File: src/rtl/count_ctrl_if.sv
// count_ctrl_if: control/status bundle between a controller host and count_ctrl.
//   Host -> count_ctrl : contral, start, stop, load_req, load_value, wrap_limit
//   count_ctrl -> host : tick, load_enable, load_counter, cnt_clr, digit,
//                        wrap_cnt, state, load_err
interface count_ctrl_if;
    logic [1:0] contral;
    logic       start;
    logic       stop;
    logic       load_req;
    logic [3:0] load_value;
    logic [3:0] wrap_limit;
    logic       tick;
    logic       load_enable;
    logic [3:0] load_counter;
    logic       cnt_clr;
    logic [3:0] digit;
    logic [3:0] wrap_cnt;
    logic [1:0] state;
    logic       load_err;

    // Host side: drives requests, observes status.
    modport master (
        output contral, start, stop, load_req, load_value, wrap_limit,
        input  tick, load_enable, load_counter, cnt_clr, digit, wrap_cnt, state, load_err
    );

    // Controller side.
    modport slave (
        input  contral, start, stop, load_req, load_value, wrap_limit,
        output tick, load_enable, load_counter, cnt_clr, digit, wrap_cnt, state, load_err
    );
endinterface

File: src/rtl/count_ctrl.sv
// count_ctrl: rate-selectable tick generator and run/pause/done controller for
// a decade counter, keeping a shadow copy of the digit and a wrap count.
//   CLK   : clock, all logic on posedge
//   rst_n : asynchronous active-low reset
//   bus   : count_ctrl_if.slave (rate select, start/stop, preset, wrap limit in;
//           tick, load/clear strobes, digit, wrap count, state, load error out)
// All outputs are registered; strobes last exactly one cycle.
module count_ctrl #(
    parameter int unsigned DIV0 = 50000000,
    parameter int unsigned DIV1 = 5000000,
    parameter int unsigned DIV2 = 500000,
    parameter int unsigned DIV3 = 1
) (
    input  logic          CLK,
    input  logic          rst_n,
    count_ctrl_if.slave   bus
);

    localparam int unsigned PW = 26;
    localparam int unsigned DW = 4;

    typedef enum logic [1:0] {
        S_IDLE  = 2'b00,
        S_RUN   = 2'b01,
        S_PAUSE = 2'b10,
        S_DONE  = 2'b11
    } state_t;

    state_t          state_q, state_d;
    logic [PW-1:0]   presc_q, presc_d;
    logic [DW-1:0]   digit_q, digit_d;
    logic [DW-1:0]   wrap_q, wrap_d;
    logic [DW-1:0]   load_cnt_q, load_cnt_d;
    logic            tick_q, tick_d;
    logic            load_en_q, load_en_d;
    logic            clr_q, clr_d;
    logic            err_q, err_d;

    logic [PW-1:0]   div_m1;
    logic            tick_due;
    logic [DW-1:0]   wrap_inc;
    logic            load_window;

    // Terminal prescaler value for the selected rate; re-evaluated every cycle so
    // a rate change applies at the next compare.
    always_comb begin
        div_m1 = PW'(DIV0 - 1);
        unique case (bus.contral)
            2'd0: div_m1 = PW'(DIV0 - 1);
            2'd1: div_m1 = PW'(DIV1 - 1);
            2'd2: div_m1 = PW'(DIV2 - 1);
            2'd3: div_m1 = PW'(DIV3 - 1);
            default: div_m1 = PW'(DIV0 - 1);
        endcase
    end

    // >= rather than == so a prescaler already past a newly shortened period ticks at once.
    assign tick_due = (presc_q >= div_m1);
    assign wrap_inc = (wrap_q == 4'hF) ? 4'hF : wrap_q + 4'd1;

    // Next-state and registered-output logic.
    always_comb begin
        state_d     = state_q;
        presc_d     = presc_q;
        digit_d     = digit_q;
        wrap_d      = wrap_q;
        load_cnt_d  = load_cnt_q;
        tick_d      = 1'b0;
        load_en_d   = 1'b0;
        clr_d       = 1'b0;
        err_d       = 1'b0;
        load_window = 1'b0;

        unique case (state_q)
            S_IDLE: begin
                if (bus.stop) begin
                    state_d = S_IDLE;
                end else if (bus.start) begin
                    state_d = S_RUN;
                    presc_d = '0;
                    wrap_d  = '0;
                end else begin
                    load_window = 1'b1;
                end
            end
            S_RUN: begin
                if (bus.stop) begin
                    // Pause swallows a tick due this cycle; prescaler is kept for resume.
                    state_d = S_PAUSE;
                end else if (tick_due) begin
                    tick_d  = 1'b1;
                    presc_d = '0;
                    if (digit_q == 4'd9) begin
                        digit_d = '0;
                        wrap_d  = wrap_inc;
                        if ((bus.wrap_limit != 4'd0) && (wrap_inc == bus.wrap_limit)) begin
                            state_d = S_DONE;
                        end
                    end else begin
                        digit_d = digit_q + 4'd1;
                    end
                end else begin
                    presc_d = presc_q + PW'(1);
                end
            end
            S_PAUSE: begin
                if (bus.stop) begin
                    state_d = S_IDLE;
                    clr_d   = 1'b1;
                    digit_d = '0;
                end else if (bus.start) begin
                    state_d = S_RUN;
                end else begin
                    load_window = 1'b1;
                end
            end
            S_DONE: begin
                if (bus.stop) begin
                    state_d = S_IDLE;
                    clr_d   = 1'b1;
                    digit_d = '0;
                end else if (bus.start) begin
                    state_d = S_RUN;
                    presc_d = '0;
                    wrap_d  = '0;
                end else begin
                    load_window = 1'b1;
                end
            end
            default: state_d = S_IDLE;
        endcase

        // Preset only when idle-ish and no start/stop is being acted on.
        if (load_window && bus.load_req) begin
            if (bus.load_value <= 4'd9) begin
                load_en_d  = 1'b1;
                load_cnt_d = bus.load_value;
                digit_d    = bus.load_value;
            end else begin
                err_d = 1'b1;
            end
        end
    end

    // State and output registers.
    always_ff @(posedge CLK or negedge rst_n) begin
        if (!rst_n) begin
            state_q    <= S_IDLE;
            presc_q    <= '0;
            digit_q    <= '0;
            wrap_q     <= '0;
            load_cnt_q <= '0;
            tick_q     <= 1'b0;
            load_en_q  <= 1'b0;
            clr_q      <= 1'b0;
            err_q      <= 1'b0;
        end else begin
            state_q    <= state_d;
            presc_q    <= presc_d;
            digit_q    <= digit_d;
            wrap_q     <= wrap_d;
            load_cnt_q <= load_cnt_d;
            tick_q     <= tick_d;
            load_en_q  <= load_en_d;
            clr_q      <= clr_d;
            err_q      <= err_d;
        end
    end

    assign bus.tick         = tick_q;
    assign bus.load_enable  = load_en_q;
    assign bus.load_counter = load_cnt_q;
    assign bus.cnt_clr      = clr_q;
    assign bus.digit        = digit_q;
    assign bus.wrap_cnt     = wrap_q;
    assign bus.state        = state_q;
    assign bus.load_err     = err_q;

endmodule

File: src/flat_wrapper.sv
// flat-port wrapper written by rule: the top's interface ports become plain ports
module count_ctrl_flat 
#(
    parameter int unsigned DIV0 = 50000000,
    parameter int unsigned DIV1 = 5000000,
    parameter int unsigned DIV2 = 500000,
    parameter int unsigned DIV3 = 1
)
  (CLK, rst_n, bus_contral, bus_start, bus_stop, bus_load_req, bus_load_value, bus_wrap_limit, bus_tick, bus_load_enable, bus_load_counter, bus_cnt_clr, bus_digit, bus_wrap_cnt, bus_state, bus_load_err);
  count_ctrl_if bus_i ();
  input  logic CLK;
  input  logic rst_n;
  input wire logic [$bits(bus_i.contral)-1:0] bus_contral;
  input wire logic [$bits(bus_i.start)-1:0] bus_start;
  input wire logic [$bits(bus_i.stop)-1:0] bus_stop;
  input wire logic [$bits(bus_i.load_req)-1:0] bus_load_req;
  input wire logic [$bits(bus_i.load_value)-1:0] bus_load_value;
  input wire logic [$bits(bus_i.wrap_limit)-1:0] bus_wrap_limit;
  output wire logic [$bits(bus_i.tick)-1:0] bus_tick;
  output wire logic [$bits(bus_i.load_enable)-1:0] bus_load_enable;
  output wire logic [$bits(bus_i.load_counter)-1:0] bus_load_counter;
  output wire logic [$bits(bus_i.cnt_clr)-1:0] bus_cnt_clr;
  output wire logic [$bits(bus_i.digit)-1:0] bus_digit;
  output wire logic [$bits(bus_i.wrap_cnt)-1:0] bus_wrap_cnt;
  output wire logic [$bits(bus_i.state)-1:0] bus_state;
  output wire logic [$bits(bus_i.load_err)-1:0] bus_load_err;
  assign bus_i.contral = bus_contral;
  assign bus_i.start = bus_start;
  assign bus_i.stop = bus_stop;
  assign bus_i.load_req = bus_load_req;
  assign bus_i.load_value = bus_load_value;
  assign bus_i.wrap_limit = bus_wrap_limit;
  assign bus_tick = bus_i.tick;
  assign bus_load_enable = bus_i.load_enable;
  assign bus_load_counter = bus_i.load_counter;
  assign bus_cnt_clr = bus_i.cnt_clr;
  assign bus_digit = bus_i.digit;
  assign bus_wrap_cnt = bus_i.wrap_cnt;
  assign bus_state = bus_i.state;
  assign bus_load_err = bus_i.load_err;
  count_ctrl #(.DIV0(DIV0), .DIV1(DIV1), .DIV2(DIV2), .DIV3(DIV3)) u_core (.CLK(CLK), .rst_n(rst_n), .bus(bus_i));
endmodule
File: config.mk
export PLATFORM = sky130hd
export DESIGN_NAME = count_ctrl_flat
export DESIGN_NICKNAME = d
export VERILOG_FILES = /design/src/rtl/count_ctrl_if.sv /design/src/rtl/count_ctrl.sv /design/src/flat_wrapper.sv
export SDC_FILE = /design/constraint.sdc
export NUM_CORES = 1
export LEC_CHECK = 0
export BUFFER_PORTS_ARGS = -buffer_cell sky130_fd_sc_hd__buf_4
export CAP_MARGIN = 20
export CORE_MARGIN = 2
export CORE_UTILIZATION = 50
export DETAILED_ROUTE_END_ITERATION = 10
export PLACE_DENSITY = 0.69
export SYNTH_ARGS = -nofsm -noshare
export SYNTH_HDL_FRONTEND = slang
export SYNTH_SLANG_ARGS = --single-unit
File: constraint.sdc
create_clock -name CLK -period 6.7 [get_ports CLK]
set_clock_uncertainty 0.15 [all_clocks]
set_input_delay 0 -clock CLK [delete_from_list [all_inputs] [get_ports CLK]]
set_output_delay 0 -clock CLK [all_outputs]
set_load 0.1 [all_outputs]
After elaboration in Yosys (flattened, before gate mapping)
Index checks and enable logic that the tools add are counted.

operators by class
  muxes and demuxes = 39
  eq/ne operators = 18
  reduce and logical (&&, ||, !) cells = 13
  $lt $le $gt $ge = 2
  add/sub/neg operators = 3

operators with widths
  cell                                                   count
  two-way mux 26 bit                                     4
  one-hot mux 26 bit (4 select lines)                    1
  one-hot mux 26 bit (2 select lines)                    1
  two-way mux 4 bit                                      12
  adder 26 x 1 -> 26 bit, second input constant          1
  greater-or-equal comparator 26 bit                     1
  one-hot mux 4 bit (2 select lines)                     2
  two-way mux 1 bit                                      12
  two-way mux 2 bit                                      6
  != test 3 x 2 -> 1 bit, second input constant          3
  adder 4 x 1 -> 4 bit, second input constant            2
  equality test 2 bit, second input constant             4
  equality test 4 bit, second input constant             2
  AND reduction 4 bit                                    2
  != test 2 x 1 -> 1 bit, second input constant          3
  AND reduction 6 bit                                    1
  equality test 2 x 1 -> 1 bit, second input constant    2
  equality test 4 bit                                    1
  less-or-equal comparator 4 bit, second input constant  1
  logical NOT 2 bit                                      2
  != test 2 bit, second input constant                   2
  one-hot mux 2 bit (2 select lines)                     1
  nonzero test 4 bit                                     1
  OR reduction 2 bit                                     2
  5 further kinds                                        6

storage, ports and cells
  register bits after elaboration = 44
  output and inout bits = 18
  bits of input ports = 15
  logic and storage cells = 84

Longest topological paths before layout
Gate-level depths: netlist of run 1.

  word-level depth = 9
  gate-level depth with buffers = 12
  mapped depth without buffers = 11

Worst setup path after synthesis of run 1
Ideal clock, no wire load.

  path kind = register to register
  start point = reg u_core.state_q[0], in the netlist u_core.bus.state[0]
  end point = reg u_core.presc_q[11]
  slack = 3.770 ns
  cell stages (with the launch flop) = 9
  period minus slack after synthesis = 2.930 ns
  buffers on the path = 1
  setup time = 0.077 ns
  required time = 6.473 ns
  arrival time = 2.702 ns
  cell sequence = dfrtp_1 -> ha_1 -> clkinv_1 -> nor2_1 -> nand2_1 -> nor3_2 -> buf_2 -> a21oi_1 -> a21oi_1

between the ends
  longest elaborated chain between the ends = 4
  elaborated cells between the ends (all ways) = 10
  classes of those cells = 5 x eq/ne; 1 x mux; 4 x reduce/logical

ends and longest elaborated chain
  element                                                          RTL line           source
  start, declared                                                  count_ctrl.sv:29   state_t state_q, state_d;
  start signal, assigned                                           count_ctrl.sv:158  state_q <= state_d;
  equality test 2 bit / logical NOT 2 bit (equally long branches)  count_ctrl.sv:74   unique case (state_q)
  OR reduction 2 bit (no line)                                     -
  != test 2 bit (no line), or another cell as far along            -
  AND reduction 4 bit (no line)                                    -
  end signal, assigned                                             count_ctrl.sv:159  presc_q <= presc_d;
  end, declared                                                    count_ctrl.sv:30   logic [PW-1:0] presc_q, presc_d;

Parallel ways exist; a longest one is shown, timed or not.
A chain may end at the register's enable or synchronous reset.

Final worst setup path of run 1
  start point = reg u_core.presc_q[23]
  end point = reg u_core.state_q[0], in the netlist u_core.bus.state[0]

between the ends
  longest elaborated chain between the ends = 3

ends and longest elaborated chain
  element                             RTL line          source
  greater-or-equal comparator 26 bit  count_ctrl.sv:58  assign tick_due = (presc_q >= div_m1);
  != test 3 x 2 -> 1 bit (no line)    -
  AND reduction 4 bit (no line)       -

Every way passes these cells.

==> flow_metrics.env, run 1 <==
export IMPL_yosysWarnings=0
export IMPL_start_util_pct=50.8
export IMPL_power_switching_w=0.000277
export IMPL_dieHeight_um=83.7
export IMPL_clkLatencyLatePin_ns=0.30
export IMPL_required_ns=6.79
export IMPL_wl_per_cell_um=15.3
export IMPL_hpwl_mm=5.33
export IMPL_drt_total_wl_mm=7.46
export IMPL_pwr_density_cell_mw_per_mm2=191
export IMPL_p_leak_nw=1.67
export IMPL_fin_nets=450
export IMPL_max_freq_ghz=0.283
export IMPL_r2r_start="u_core.presc_q[23]"
export IMPL_place_congestion=0.840
export IMPL_synth_flop_cell="dfrtp_1"
export IMPL_period_needed_ns=3.53
export IMPL_critPathTopFamily="simple AND/OR/NAND/NOR gates"
export IMPL_drive_gt1_share_pct=14.2
export IMPL_status="complete, no violations"
export IMPL_irDropWorstVdd_mv=0.176
export IMPL_worstPathArrival_ns=3.62
export IMPL_crit_slowest_cell="dlygate4sd3_1"
export IMPL_h_tree_depth=2
export IMPL_crit_fanout=9
export IMPL_grt_total_usage_pct=22.3
export IMPL_cts_root_buf="clkbuf_8"
export IMPL_p_total_w=0.000704
export IMPL_drv_cap=0
export IMPL_max_stage_delay_ns=0.56
export IMPL_pwr_share_comb_pct=32.2
export IMPL_cts_resized=0
export IMPL_syn_to_final_growth_pct=16.1
export IMPL_dieArea_mm2=0.00700
export IMPL_synth_seq_cells=44
export IMPL_p_int_w=0.000427
export IMPL_nFillCells=524
export IMPL_rsz0062_at_grt="no"
export IMPL_netlist_area_mm2=0.00317
export IMPL_hold_viol=0
export IMPL_crit_path_frequent_cell="nand4_1"
export IMPL_place_area_mm2=0.00347
export IMPL_die_w_um=83.7
export IMPL_path_cells="ha_1, nand4b_1, nor3_1, nand4_1, a211oi_4, or2_0, nand4_1, a21oi_1, dlygate4sd3_1"
export IMPL_path_buf_inv=1
export IMPL_n_antenna_cell=0
export IMPL_ctsLongestPathBuffers=2
export IMPL_netSwitchingFraction_pct=39.4
export IMPL_grt_pass1_wl_mm=12.9
export IMPL_synth_nets=410
export IMPL_core_area_mm2=0.00624
export IMPL_synth_avg_cell_area_um2=8.62
export IMPL_overflow=0
export IMPL_start_kind="flop"
export IMPL_vias_per_cell=5.91
export IMPL_crit_path_start="u_core.presc_q[23]"
export IMPL_remaining_drc_errors=0
export IMPL_max_slew_margin_pct=39.5
export IMPL_syn_inst=368
export IMPL_end_kind="flop"
export IMPL_grt_max_degree=45
export IMPL_fin_area_mm2=0.00368
export IMPL_cts_sinks=44
export IMPL_crit_type="reg2reg"
export IMPL_timing_final_crit_share_pct=52.7
export IMPL_dr_pass1_iters=5
export IMPL_worstMarginPinSlew_ns=0.906
export IMPL_synth_edf_count=0
export IMPL_hold_class="in2async"
export IMPL_setup_violations_final=0
export IMPL_place_inst=467
export IMPL_finalMaxSlewViolations=0
export IMPL_drtIter0Drc=178
export IMPL_vias=2871
export IMPL_finalNonFillerCells=486
export IMPL_postSynth_asyncResetShare_pct=100
export IMPL_p_clk_share_pct=25.3
export IMPL_ant_nets=0
export IMPL_io_pins=33
export IMPL_seq_area_frac_synth_pct=34.7
export IMPL_num_rows=29
export IMPL_cts_tree="done"
export IMPL_clk_pin_slew_ns=0.09
export IMPL_io_buffers=32
export IMPL_p_seq_share_pct=42.5
export IMPL_final_setup_tns_ns=0
export IMPL_antenna_found_initial=0
export IMPL_grt_pass1_vias=2744
export IMPL_synth_distinct_cells=58
export IMPL_cts_buffers=5
flip-flops by register name, indices dropped and copies added, names as in the netlist:
name                     flops
u_core.bus.cnt_clr           1
u_core.bus.digit             4
u_core.bus.load_counter      4
u_core.bus.load_enable       1
u_core.bus.load_err          1
u_core.bus.state             2
u_core.bus.tick              1
u_core.bus.wrap_cnt          4
u_core.presc_q              26
cell usage after synthesis (all sizes together), types with 2 or more instances:
cell type	count	area (µm²)
dfrtp	44	1100
nand2	41	154
nor2	29	116
a21oi	28	140
o21ai	28	144
ha	27	338
nand3	22	110
inv	21	78.8
mux2i	14	140
nor3	9	50.1
a22o	7	61.3
and3	7	43.8
buf	6	38.8
nand4	6	37.5
clkbuf	5	18.8
nor4	5	31.3
or3	5	31.3
a211oi	4	47.5
nand3b	4	30.0
o31ai	4	30.0
xnor2	4	35.0
a21o	3	22.5
a31oi	3	18.8
a32oi	3	26.3
and2	3	18.8
nand2b	3	18.8
o211ai	3	27.5
or2	3	18.8
a22oi	2	15.0
and2b	2	17.5
and3b	2	18.8
nand4b	2	17.5
o221ai	2	17.5
or4	2	15.0
xor2	2	17.5
metal layers:
layer	part of all wire [%]	GRT usage [%]	up-vias
met5	0	0	-
met2	47	34.9	51
li1	-	-	1422
met3	3.6	3.76	8
met4	0.97	7.48	0
met1	48	31.3	1390
power by group through the flow:
stage	Combinational [W]	Sequential, W	Clock [W]
after CTS	0.000226	0.000299	0.000182
after global placement	0.000218	0.000304	0
after floorplan	0.0000734	0.000395	0
final	0.000227	0.000299	0.000178
after global routing	0.000242	0.000302	0.000195
after detailed placement	0.000221	0.000304	0
through the flow:
step	hold WS (ns)	setup WS (ns)	util [%]
global placement	-0.108	3.38	55.5
detailed placement	-0.108	3.29	55.5
finish	0.0753	3.17	59.0
floorplan	-0.446	3.77	-
CTS	0.0599	3.19	58.6
global route	0.0972	2.85	59.0
cells in the final DEF, fill, tap and decap left out, types with 14 or more instances in the layout:
cell type	n
dfrtp_1	44
buf_4	33
nand2_1	41
o21ai_0	27
mux2i_1	14
nand3_1	22
nor2_1	28
ha_1	27
inv_1	21
a21oi_1	28
worst reg2reg max path, stage by stage (launching register included):
cell and delay (ns):
dfrtp_1 0.44, ha_1 0.33, nand4b_1 0.14, nor3_1 0.32, nand4_1 0.23, a211oi_4 0.49, or2_0 0.48, nand4_1 0.15
a21oi_1 0.17, dlygate4sd3_1 0.56
worst paths after layout:
check	end	slack (ns)	cells after the start
worst max-delay path	u_core.bus.state[0]	3.17	9
worst min-delay path	u_core.bus.wrap_cnt[2]	0.08	2
worst max register to register	u_core.bus.state[0]	3.17	9
worst min register to register	u_core.bus.load_counter[0]	0.35	2
max in group asynchronous	u_core.bus.wrap_cnt[0]	5.92	2
min in group CLK	u_core.bus.state[1]	0.08	5
repair_timing:
action	CTS	global route
hold buffers	10	0
endpoints found under the hold margin	57	0
setup buffers	0	0
setup endpoints to repair	0	0
logic make-up after synthesis:
kind of cell	share of synthesized area, %
XOR/XNOR	1.66
adder cells (fa/ha/maj)	11.0
multiplexers	4.77
buffers and inverters	4.42
AND/OR/NAND/NOR	24.0
flip-flops	34.7
AO/OA/AOI/OAI	19.5
final cells by class:
| cell class | instances | area (µm²) | area share (%) |
|---|---|---|---|
| clock buffers | 6 | 82.6 | 2.24 |
| clock inverters | 2 | 10.0 | 0.272 |
| inverters | 22 | 82.6 | 2.24 |
| multi-input cells | 291 | 1940 | 52.6 |
| flip-flops and latches | 44 | 1100 | 29.9 |
| well taps | 77 | 96.3 | 2.62 |
| repair buffers | 44 | 373 | 10.1 |
Power figures use the tool's default switching activity.
==> run 2: changes to the inputs <==
--- a/config.mk
+++ b/config.mk
@@ -5,6 +5,7 @@
 export SDC_FILE = /design/constraint.sdc
 export NUM_CORES = 1
 export LEC_CHECK = 0
+export ABC_AREA = 1
 export BUFFER_PORTS_ARGS = -buffer_cell sky130_fd_sc_hd__buf_4
 export CAP_MARGIN = 20
 export CORE_MARGIN = 2
==> constraint.sdc (replaced) <==
create_clock -name CLK -period 3.7 [get_ports CLK]
set_clock_uncertainty 0.15 [all_clocks]
set_input_delay 0 -clock CLK [delete_from_list [all_inputs] [get_ports CLK]]
set_output_delay 0 -clock CLK [all_outputs]
set_load 0.1 [all_outputs]
==> run 2 against run 1 <==
Compared with the run above: fmax increased by 25%; synthesized cell count rose by 17%; final cell count grew 14%; critical endpoint unchanged; clock-buffer cell count unchanged; highest routed layer unchanged.
==> flow_metrics.env, run 2 <==
export IMPL_rsz0062_at_grt="no"
export IMPL_drive_gt1_share_pct=12.3
export IMPL_grt_pass1_vias=2827
export IMPL_clk_pin_slew_ns=0.09
export IMPL_ff2ff_path_depth=16
export IMPL_synth_edf_count=0
export IMPL_syn_inst=432
export IMPL_start_kind="flop"
export IMPL_layout_common_cells="nand2_1, inv_1, dfrtp_1"
export IMPL_clkLatencyLatePin_ns=0.30
export IMPL_use_met2_pct=36.2
export IMPL_syn_to_final_growth_pct=17.0
export IMPL_endpoint="u_core.bus.state[0]"
export IMPL_path_cells="ha_1, nand2_1, nor2_1, nand2_1, nor2_1, nand2_1, nor2_1, nor2_1, nand3_2, nand2_1, inv_1, nand2_1, nand3_1, nand2_1, a21oi_1, dlygate4sd3_1"
export IMPL_cts_root_buf="clkbuf_8"
export IMPL_vias=2950
export IMPL_crit_slowest_cell="dlygate4sd3_1"
export IMPL_crit_cells=16
export IMPL_synth_top_cells_by_area="dfrtp_1, nand2_1, ha_1"
export IMPL_status="complete, no violations"
export IMPL_dieHeight_um=84.1
export IMPL_reg2reg_to="u_core.bus.state[0]"
export IMPL_final_setup_tns_ns=0
export IMPL_crit_path_start="u_core.presc_q[8]"
export IMPL_regMostFlops="u_core.presc_q"
export IMPL_ctsLongestPathBuffers=2
export IMPL_power_switching_w=0.000910
export IMPL_synth_nets=474
export IMPL_die_w_um=84.1
export IMPL_core_area_mm2=0.00628
export IMPL_io_buffers=32
export IMPL_netlist_area_mm2=0.00320
export IMPL_crit_path_frequent_cell="nand2_1"
export IMPL_grt_max_degree=45
export IMPL_drt_total_wl_mm=7.19
export IMPL_antenna_found_initial=0
export IMPL_synth_distinct_cells=33
export IMPL_finalNonFillerCells=556
export IMPL_n_antenna_cell=0
export IMPL_cts_sinks=44
export IMPL_hpwl_mm=5.26
export IMPL_wl_per_cell_um=12.9
export IMPL_crit_fanout=7
export IMPL_pwr_density_cell_mw_per_mm2=502
export IMPL_remaining_drc_errors=0
export IMPL_p_clk_share_pct=19.6
export IMPL_drtIter0Drc=161
export IMPL_seq_area_frac_synth_pct=34.4
export IMPL_timing_final_crit_share_pct=76.5
export IMPL_vias_per_cell=5.31
export IMPL_yosysWarnings=0
export IMPL_crit_type="reg2reg"
export IMPL_synthDominantCellAreaShare_pct=34.4
export IMPL_p_int_w=0.000972
export IMPL_p_seq_share_pct=33.9
export IMPL_fin_nets=520
export IMPL_period_needed_ns=2.83
export IMPL_h_tree_depth=2
export IMPL_netSwitchingFraction_pct=48.4
export IMPL_io_pins=33
export IMPL_worstPathArrival_ns=2.92
export IMPL_grt_total_usage_pct=21.2
export IMPL_overflow=0
export IMPL_largest_register_ffs=26
export IMPL_setup_violations_final=0
export IMPL_synth_most_common_cell="nand2_1"
export IMPL_required_ns=3.79
export IMPL_worstMarginPinSlew_ns=0.585
export IMPL_p_leak_nw=1.81
export IMPL_place_ws_ns=1.10
export IMPL_p_total_w=0.00188
export IMPL_busiest_layer="met2"
export IMPL_start_util_pct=51.0
export IMPL_place_inst=535
export IMPL_synth_commonest_cells="nand2_1, inv_1, dfrtp_1, nor2_1, ha_1"
export IMPL_synth_seq_cells=44
export IMPL_dr_pass1_iters=4
export IMPL_path_buf_inv=2
export IMPL_max_slew_margin_pct=60.8
export IMPL_max_freq_ghz=0.353
export IMPL_place_congestion=0.861
export IMPL_gr_usage_met3_pct=3.36
export IMPL_max_stage_delay_ns=0.56
export IMPL_irDropWorstVdd_mv=0.636
export IMPL_post_cts_buffers=0
export IMPL_dieArea_mm2=0.00707
export IMPL_grt_use_met1_pct=27.4
export IMPL_hold_viol=0
export IMPL_ff2ff_setup_slack_ns=0.87
export IMPL_num_rows=29
export IMPL_end_kind="flop"
export IMPL_grt_pass1_wl_mm=12.3
export IMPL_critPathTopFamily="simple AND/OR/NAND/NOR gates"
export IMPL_postSynth_asyncResetShare_pct=100
export IMPL_hold_class="in2async"
export IMPL_drv_cap=0
export IMPL_nFillCells=603
export IMPL_cts_buffers=5
export IMPL_cts_tree="done"
export IMPL_r2r_start="u_core.presc_q[8]"
export IMPL_fin_ws_ns=0.871
export IMPL_finalMaxSlewViolations=0
export IMPL_worst_hold_slack_ns=0.0988
export IMPL_pwr_share_comb_pct=46.4
export IMPL_synth_top_cell_by_area="dfrtp_1"
export IMPL_layout_commonest_cell="nand2_1"
export IMPL_synth_avg_cell_area_um2=7.42
export IMPL_ant_nets=0
export IMPL_synth_flop_cell="dfrtp_1"
-- run 2: worst min path at each step --
stage	start	endpoint	slack, ns
final	rst_n	u_core.presc_q[4]	0.1
after global routing	rst_n	u_core.presc_q[4]	0.17
after CTS	rst_n	u_core.presc_q[10]	0.12
after detailed placement	rst_n	u_core.presc_q[7]	-0.11
after global placement	rst_n	u_core.presc_q[4]	-0.12
after floorplan	rst_n	u_core.bus.cnt_clr	-0.45
-- run 2: final cells by class --
class / instances / area (µm²) / share of cell area (%)
clock buffer: 6 / 72.6 / 1.94
clock inverter: 2 / 35.0 / 0.934
inverter: 60 / 225 / 6.01
multi-input combinational: 322 / 1850 / 49.3
sequential: 44 / 1100 / 29.4
tap: 77 / 96.3 / 2.57
timing repair buffer: 45 / 370 / 9.88
-- run 2: power by group through the flow --
stage / Clock, W / Sequential [W] / Combinational, W
floorplan: 0 / 0.000994 / 0.000325
global placement: 0 / 0.000646 / 0.000856
detailed placement: 0 / 0.000646 / 0.000865
CTS: 0.000379 / 0.000639 / 0.000877
global route: 0.000394 / 0.000654 / 0.000948
finish: 0.000370 / 0.000639 / 0.000874
-- run 2: cell families (layout without fill, tap and decap cells) --
kind of cell	count (synthesis)	after routing	share of synthesized area (%)
and+or+nand+nor	204	204	29.1
AOI/OAI and AO/OA	69	69	12.0
buffers and inverters	66	113	7.93
DFF	44	44	34.4
adders and majority gates	27	27	10.5
xor gates and xnor gates	22	22	6.01
-- run 2: repair_timing --
| item | in CTS | in global routing |
|---|---|---|
| hold buffers | 13 | 0 |
| resized for setup | 0 | 0 |
| endpoints found under the hold margin | 62 | 0 |
-- run 2: metal layers --
metal | wire length [µm] | share of wire (%) | vias to the layer above
met5 | 0 | 0 | -
met4 | 123 | 1.7 | 0
met3 | 319 | 4.4 | 13
met2 | 3420 | 48 | 77
met1 | 3330 | 46 | 1358
li1 | - | - | 1502
-- run 2: metrics by stage --
stage	util [%]	instance area (µm²)
detailed placement	55.9	3510
floorplan	-	3200
global route	59.7	3750
CTS	59.7	3750
finish	59.7	3750
global placement	55.9	3510
